==> src/rtl/mcu0_pkg.sv <==
// Shared definitions for the 16-bit accumulator MCU: widths, fetch FSM states
// and the opcode map the controller decodes.
package mcu0_pkg;
  localparam int MCU_W = 16;
  localparam logic [MCU_W-1:0] MCU_RESET_PC = 16'h0000;

  typedef enum logic [1:0] {
    ST_HI    = 2'd0,
    ST_LO    = 2'd1,
    ST_STALL = 2'd2
  } fetch_st_e;

  localparam logic [3:0] OP_LDA = 4'h0;
  localparam logic [3:0] OP_STA = 4'h1;
  localparam logic [3:0] OP_ADD = 4'h2;
  localparam logic [3:0] OP_SUB = 4'h3;
  localparam logic [3:0] OP_JMP = 4'h4;
  localparam logic [3:0] OP_JEQ = 4'h5;
  localparam logic [3:0] OP_NOP = 4'hF;
endpackage

==> src/rtl/mcu0_ibuf.sv <==
// Shift-style instruction FIFO: entry 0 is always the head, so the consumer
// sees a register output; flush and reset empty it in one cycle.
module mcu0_ibuf #(
  parameter int EW    = 32,
  parameter int DEPTH = 2,
  localparam int CW   = $clog2(DEPTH+1)
) (
  input  logic          i_clk,
  input  logic          i_rst,
  input  logic          i_flush,
  input  logic          i_push,
  input  logic [EW-1:0] i_push_data,
  input  logic          i_pop,
  output logic [EW-1:0] o_head,
  output logic          o_valid,
  output logic [CW-1:0] o_count
);
  logic [DEPTH-1:0][EW-1:0] r_ent, w_nxt;
  logic [CW-1:0]            r_cnt, w_wr_idx;
  logic                     w_pop;

  assign w_pop    = i_pop && (r_cnt != '0);
  // A same-cycle pop shifts everything down, so the push lands one slot lower.
  assign w_wr_idx = r_cnt - CW'(w_pop);

  for (genvar g = 0; g < DEPTH; g++) begin : g_ent
    logic [EW-1:0] w_up;
    if (g < DEPTH-1) begin : g_mid
      assign w_up = r_ent[g+1];
    end else begin : g_top
      assign w_up = '0;
    end
    assign w_nxt[g] = (i_push && w_wr_idx == CW'(g)) ? i_push_data :
                      w_pop                          ? w_up        : r_ent[g];
  end

  always_ff @(posedge i_clk) begin
    if (i_rst || i_flush) begin
      r_ent <= '0;
      r_cnt <= '0;
    end else begin
      r_ent <= w_nxt;
      r_cnt <= r_cnt + CW'(i_push) - CW'(w_pop);
    end
  end

  assign o_head  = r_ent[0];
  assign o_valid = (r_cnt != '0);
  assign o_count = r_cnt;
endmodule

==> src/rtl/mcu0_fetch.sv <==
// Instruction fetch: two byte reads per big-endian instruction, credit-gated
// so the buffer can never overflow, with redirect flushing the stream.
module mcu0_fetch
  import mcu0_pkg::*;
#(
  parameter int          W        = MCU_W,
  parameter int          DEPTH    = 2,
  parameter logic [W-1:0] RESET_PC = W'(MCU_RESET_PC)
) (
  input  logic         i_clock,
  input  logic         i_reset,
  output logic         o_mem_rd,
  output logic [W-1:0] o_mem_addr,
  input  logic [7:0]   i_mem_rdata,
  output logic [W-1:0] o_ir,
  output logic [W-1:0] o_ir_pc,
  output logic         o_ir_valid,
  input  logic         i_ir_ready,
  input  logic         i_redirect,
  input  logic [W-1:0] i_redirect_pc
);
  localparam int CW = $clog2(DEPTH+1);

  fetch_st_e      r_st, w_st_nxt;
  logic [W-1:0]   r_fpc, r_tag_pc, w_addr;
  logic [7:0]     r_hi;
  logic           r_tag_vld, r_tag_lo, r_inflight;
  logic           w_issue, w_credit, w_push, w_pop, w_valid;
  logic [CW-1:0]  w_count;
  logic [2*W-1:0] w_head;

  // Registered count only: a pop in this cycle is not credited until next.
  assign w_credit = (int'(w_count) + int'(r_inflight)) < DEPTH;

  always_comb begin
    w_st_nxt = r_st;
    w_issue  = 1'b0;
    w_addr   = '0;
    case (r_st)
      ST_HI: begin
        if (w_credit) begin
          w_issue  = 1'b1;
          w_addr   = r_fpc;
          w_st_nxt = ST_LO;
        end else begin
          w_st_nxt = ST_STALL;
        end
      end
      ST_LO: begin
        w_issue  = 1'b1;
        w_addr   = r_fpc | W'(1);
        w_st_nxt = ST_HI;
      end
      ST_STALL: if (w_credit) w_st_nxt = ST_HI;
      default:  w_st_nxt = ST_HI;
    endcase
  end

  // Reset masks the strobe so nothing is read while the unit is held.
  assign o_mem_rd   = w_issue && !i_reset;
  assign o_mem_addr = o_mem_rd ? w_addr : '0;

  assign w_push = r_tag_vld && r_tag_lo;
  assign w_pop  = w_valid && i_ir_ready;

  always_ff @(posedge i_clock) begin
    if (i_reset) begin
      r_st       <= ST_HI;
      r_fpc      <= RESET_PC;
      r_tag_vld  <= 1'b0;
      r_tag_lo   <= 1'b0;
      r_tag_pc   <= '0;
      r_hi       <= '0;
      r_inflight <= 1'b0;
    end else if (i_redirect) begin
      r_st       <= ST_HI;
      r_fpc      <= i_redirect_pc & ~W'(1);
      r_tag_vld  <= 1'b0;
      r_tag_lo   <= 1'b0;
      r_inflight <= 1'b0;
    end else begin
      r_st      <= w_st_nxt;
      r_tag_vld <= w_issue;
      r_tag_lo  <= (r_st == ST_LO);
      if (r_st == ST_LO) begin
        r_fpc    <= r_fpc + W'(2);
        r_tag_pc <= r_fpc;
      end
      if (r_tag_vld && !r_tag_lo) r_hi <= i_mem_rdata;
      // A new HI issue wins over the LO return that closes the previous one.
      if (r_st == ST_HI && w_credit) r_inflight <= 1'b1;
      else if (w_push)               r_inflight <= 1'b0;
    end
  end

  mcu0_ibuf #(
    .EW   (2*W),
    .DEPTH(DEPTH)
  ) u_ibuf (
    .i_clk      (i_clock),
    .i_rst      (i_reset),
    .i_flush    (i_redirect),
    .i_push     (w_push),
    .i_push_data({r_hi, i_mem_rdata, r_tag_pc}),
    .i_pop      (w_pop),
    .o_head     (w_head),
    .o_valid    (w_valid),
    .o_count    (w_count)
  );

  assign o_ir       = w_head[2*W-1:W];
  assign o_ir_pc    = w_head[W-1:0];
  assign o_ir_valid = w_valid;
endmodule

==> config.mk <==
export PLATFORM = sky130hd
export DESIGN_NAME = mcu0_fetch
export DESIGN_NICKNAME = d
export VERILOG_FILES = /design/src/rtl/mcu0_pkg.sv /design/src/rtl/mcu0_ibuf.sv /design/src/rtl/mcu0_fetch.sv
export SDC_FILE = /design/constraint.sdc
export NUM_CORES = 1
export LEC_CHECK = 0
export CAP_MARGIN = 15
export CORE_MARGIN = 5
export CORE_UTILIZATION = 47
export DETAILED_ROUTE_END_ITERATION = 16
export PLACE_DENSITY = 0.8
export SYNTH_ARGS = -nofsm -noshare
export SYNTH_HDL_FRONTEND = slang
export SYNTH_SLANG_ARGS = --single-unit
==> constraint.sdc <==
create_clock -name i_clock -period 2.1 [get_ports i_clock]
set_clock_uncertainty 0.2 [all_clocks]
set_input_delay 0.315 -clock i_clock [delete_from_list [all_inputs] [get_ports i_clock]]
set_output_delay 0.315 -clock i_clock [all_outputs]
set_load 0.05 [all_outputs]
==> results.sh <==
export IMPL_violations="negative setup slack"
export IMPL_r2r_start="r_fpc[4]"
export IMPL_yosys_top_cells_area="dfxtp_1, mux2i_1, a211oi_1"
export IMPL_tightest_slew_ps=667
export IMPL_detail_route_wl_per_cell_um=15.4
export IMPL_busiest_layer="met2"
export IMPL_met3_usage=0.0442
export IMPL_reg2reg_slack_ps=170
export IMPL_multi_input_area_mm2=0.00227
export IMPL_cp_slowest_cell="dfxtp_2"
export IMPL_synthesis_nets=552
export IMPL_die_w_um=108
export IMPL_use_met1=0.260
export IMPL_cts_max_level=3
export IMPL_p_int_mw=2.96
export IMPL_clkPwrFrac=0.349
export IMPL_crit_cells=6
export IMPL_cts_sinks=107
export IMPL_grt_overflow=0
export IMPL_hp_class="reg -> reg"
export IMPL_syn_to_final_growth_pct=33.7
export IMPL_insertion_delay_ps=360
export IMPL_critPathMaxFanout=7
export IMPL_cts_root_buf="clkbuf_8"
export IMPL_synth_flop_cell="dfxtp_1"
export IMPL_synth_most_common_cell="dfxtp_1"
export IMPL_antenna_left=0
export IMPL_hold_viol_final=0
export IMPL_dieArea_mm2=0.0117
export IMPL_antenna_found_initial=0
export IMPL_drc=0
export IMPL_ir_drop_uv=336
export IMPL_fin_crit_ps=2120
export IMPL_wl_um=11200
export IMPL_grt_pass1_wl_um=18800
export IMPL_yosys_area_top_type="dfxtp_1"
export IMPL_power_static_leakage_nw=2.42
export IMPL_cp_buffers_inverters=2
export IMPL_synth_cell_types=41
export IMPL_num_rows=35
export IMPL_cp_start_kind="register"
export IMPL_clk_path_buf_depth=2
export IMPL_path_clk_slew_ps=90
export IMPL_worst_ep_required_time_ps=1580
export IMPL_maxCapViolations=0
export IMPL_nNetsFinal=624
export IMPL_grtUsageMet2=0.316
export IMPL_cts_buffers_inserted=9
export IMPL_crit_arrival_ps=1610
export IMPL_p_sw_frac=0.238
export IMPL_core_area_mm2=0.00928
export IMPL_power_frac_seq=0.543
export IMPL_crit_type="reg -> out"
export IMPL_n_antenna_cell=0
export IMPL_grt_max_degree=65
export IMPL_place_congestion=0.808
export IMPL_max_freq_ghz=0.472
export IMPL_r2r_cells=4
export IMPL_crit_start="u_ibuf.o_count[0]"
export IMPL_seqCellArea_mm2=0.00215
export IMPL_p_per_area_mw_per_mm2=643
export IMPL_layout_cells_non_filler=727
export IMPL_max_stage_delay_ps=340
export IMPL_whs_path_depth=2
export IMPL_crit_end="o_mem_addr[8]"
export IMPL_setup_ws_ps=-20.2
export IMPL_yosysSeqAreaShare=0.474
export IMPL_async_reset_ff_frac=0
export IMPL_cts_tree="yes"
export IMPL_dieHeight_um=108
export IMPL_synthCells=522
export IMPL_dp_slack_ps=20.7
export IMPL_io_pins=78
export IMPL_slew_limit_headroom=0.555
export IMPL_setup_worst_path_end_class="output pin"
export IMPL_drtIter0Drc=219
export IMPL_layout_drive_gt1_share=0.169
export IMPL_syn_avg_cell_area_um2=8.65
export IMPL_synth_area_mm2=0.00452
export IMPL_report_final_slew_viol_count=0
export IMPL_cpLargestDelayFamily="simple AND/OR/NAND/NOR gates"
export IMPL_synth_edff_count=0
export IMPL_grt_pass1_vias=3927
export IMPL_vias=3969
export IMPL_grt_setup_unrepaired="true"
export IMPL_ys_ff_latch=107
export IMPL_via_per_inst=5.46
export IMPL_grtUsageTotal=0.197
export IMPL_setup_viol=13
export IMPL_r2r_end="r_fpc[15]"
export IMPL_combPwrFrac=0.108
export IMPL_nFillCells=766
export IMPL_dp_cells=707
export IMPL_run_status="finished, violations left"
export IMPL_drt_pre_antenna_iters=6
export IMPL_synthTopCellsByCount="dfxtp_1, nand2_1, nor2_1, a21oi_1, a211oi_1"
export IMPL_p_switching_uw=924
export IMPL_hold_worst_slack_ps=269
export IMPL_fin_crit_sh=1.01
export IMPL_port_buffers=75
export IMPL_floorplan_initialDensity=0.487
export IMPL_synth_warnings=0
export IMPL_synth_top_area_frac=0.474
export IMPL_crit_chain="a21oi_4 > nor2_4 > nor3_4 > buf_6 > and2_4 > buf_12"
export IMPL_place_hpwl_um=7480
[metrics by stage]
| stage | cell area, um2 | util | power [mW] | TNS [ps] |
|---|---|---|---|---|
| floorplan | 4540 | - | 2.36 | 0 |
| global placement | 5690 | 0.612 | 2.54 | 0 |
| detailed placement | 5690 | 0.612 | 2.55 | 0 |
| CTS | 6000 | 0.646 | 3.90 | -1090 |
| global route | 6040 | 0.650 | 4.03 | -1020 |
| finish | 6040 | 0.650 | 3.89 | -195 |
[timing repair]
action,in CTS,in global routing
endpoints found under the hold margin,0,0
gates cloned,1,0
pin swaps,7,3
endpoints found under the setup margin,14,22
hold buffers,0,0
gates resized for setup,27,9
setup buffers,3,1
[cells in the final DEF (no fill, tap or decap), types with 5 or more instances in the layout]
master / n
dfxtp_1: 103
nand2_1: 69
nor2_1: 56
a21oi_1: 51
clkdlybuf4s50_1: 47
a211oi_1: 42
mux2i_1: 40
nand3_1: 33
buf_4: 27
buf_12: 23
and2_4: 13
clkbuf_8: 10
xnor2_1: 9
xor2_1: 6
nand4_1: 6
dlymetal6s2s_1: 5
[final cells by class]
class | count | share of cell area
clock inverter | 4 | 0.0124
sequential | 107 | 0.356
timing repair buffer | 105 | 0.204
inverter | 4 | 0.00249
clock buffer | 11 | 0.0234
multi-input combinational | 367 | 0.376
tap | 129 | 0.0267
[tightest hold or removal path: stages, from the launching register on]
cell	delay, ps
dfxtp_1	330
nand2_1	50
a21oi_1	50
[worst min path at each step]
stage          slack, ps                        to                      from
2_1_floorplan        240  u_ibuf.g_ent[0].w_up[24]                   r_hi[0]
3_3_place_gp         250   u_ibuf.g_ent[0].w_up[3]               r_tag_pc[3]
3_5_place_dp         260  u_ibuf.g_ent[0].w_up[15]  u_ibuf.g_ent[0].w_up[15]
4_1_cts              270   u_ibuf.g_ent[0].w_up[6]               r_tag_pc[6]
5_1_grt              290  u_ibuf.g_ent[0].w_up[15]  u_ibuf.g_ent[0].w_up[15]
6_report             270   u_ibuf.g_ent[0].w_up[6]               r_tag_pc[6]
[per-layer routing]
layer  part of all wire  vias to the layer above  wire length (um)
met3              0.065                       20               730
li1                   -                     1952                 -
met1               0.44                     1865              4900
met4              0.023                        0               252
met2               0.47                      132              5290
met5                  0                        -                 0
[power groups by stage]
stage,clock network (mW),registers [mW],logic (mW)
2_1_floorplan,0,2.15,0.206
3_3_place_gp,0,2.15,0.389
3_5_place_dp,0,2.15,0.396
4_1_cts,1.38,2.11,0.415
5_1_grt,1.47,2.12,0.447
6_report,1.36,2.11,0.419
[cell families after synthesis]
family,Yosys count,synth area share
and+or+nand+nor,207,0.213
DFF,107,0.474
AOI/OAI and AO/OA,102,0.141
buffers and inverters,48,0.0479
muxes,40,0.0886
xor gates and xnor gates,15,0.0291
adders and majority gates,2,0.00554
other,1,0.000830
[flip-flops by register name, indices dropped and copies added (netlist names)]
register           cells
r_fpc                 15
r_hi                   8
r_inflight             1
r_st                   2
r_tag_lo               1
r_tag_pc              15
r_tag_vld              1
u_ibuf.g_ent.w_up     31
u_ibuf.o_count         2
u_ibuf.o_head         31
Note: power is estimated with default switching activity, not from simulation.
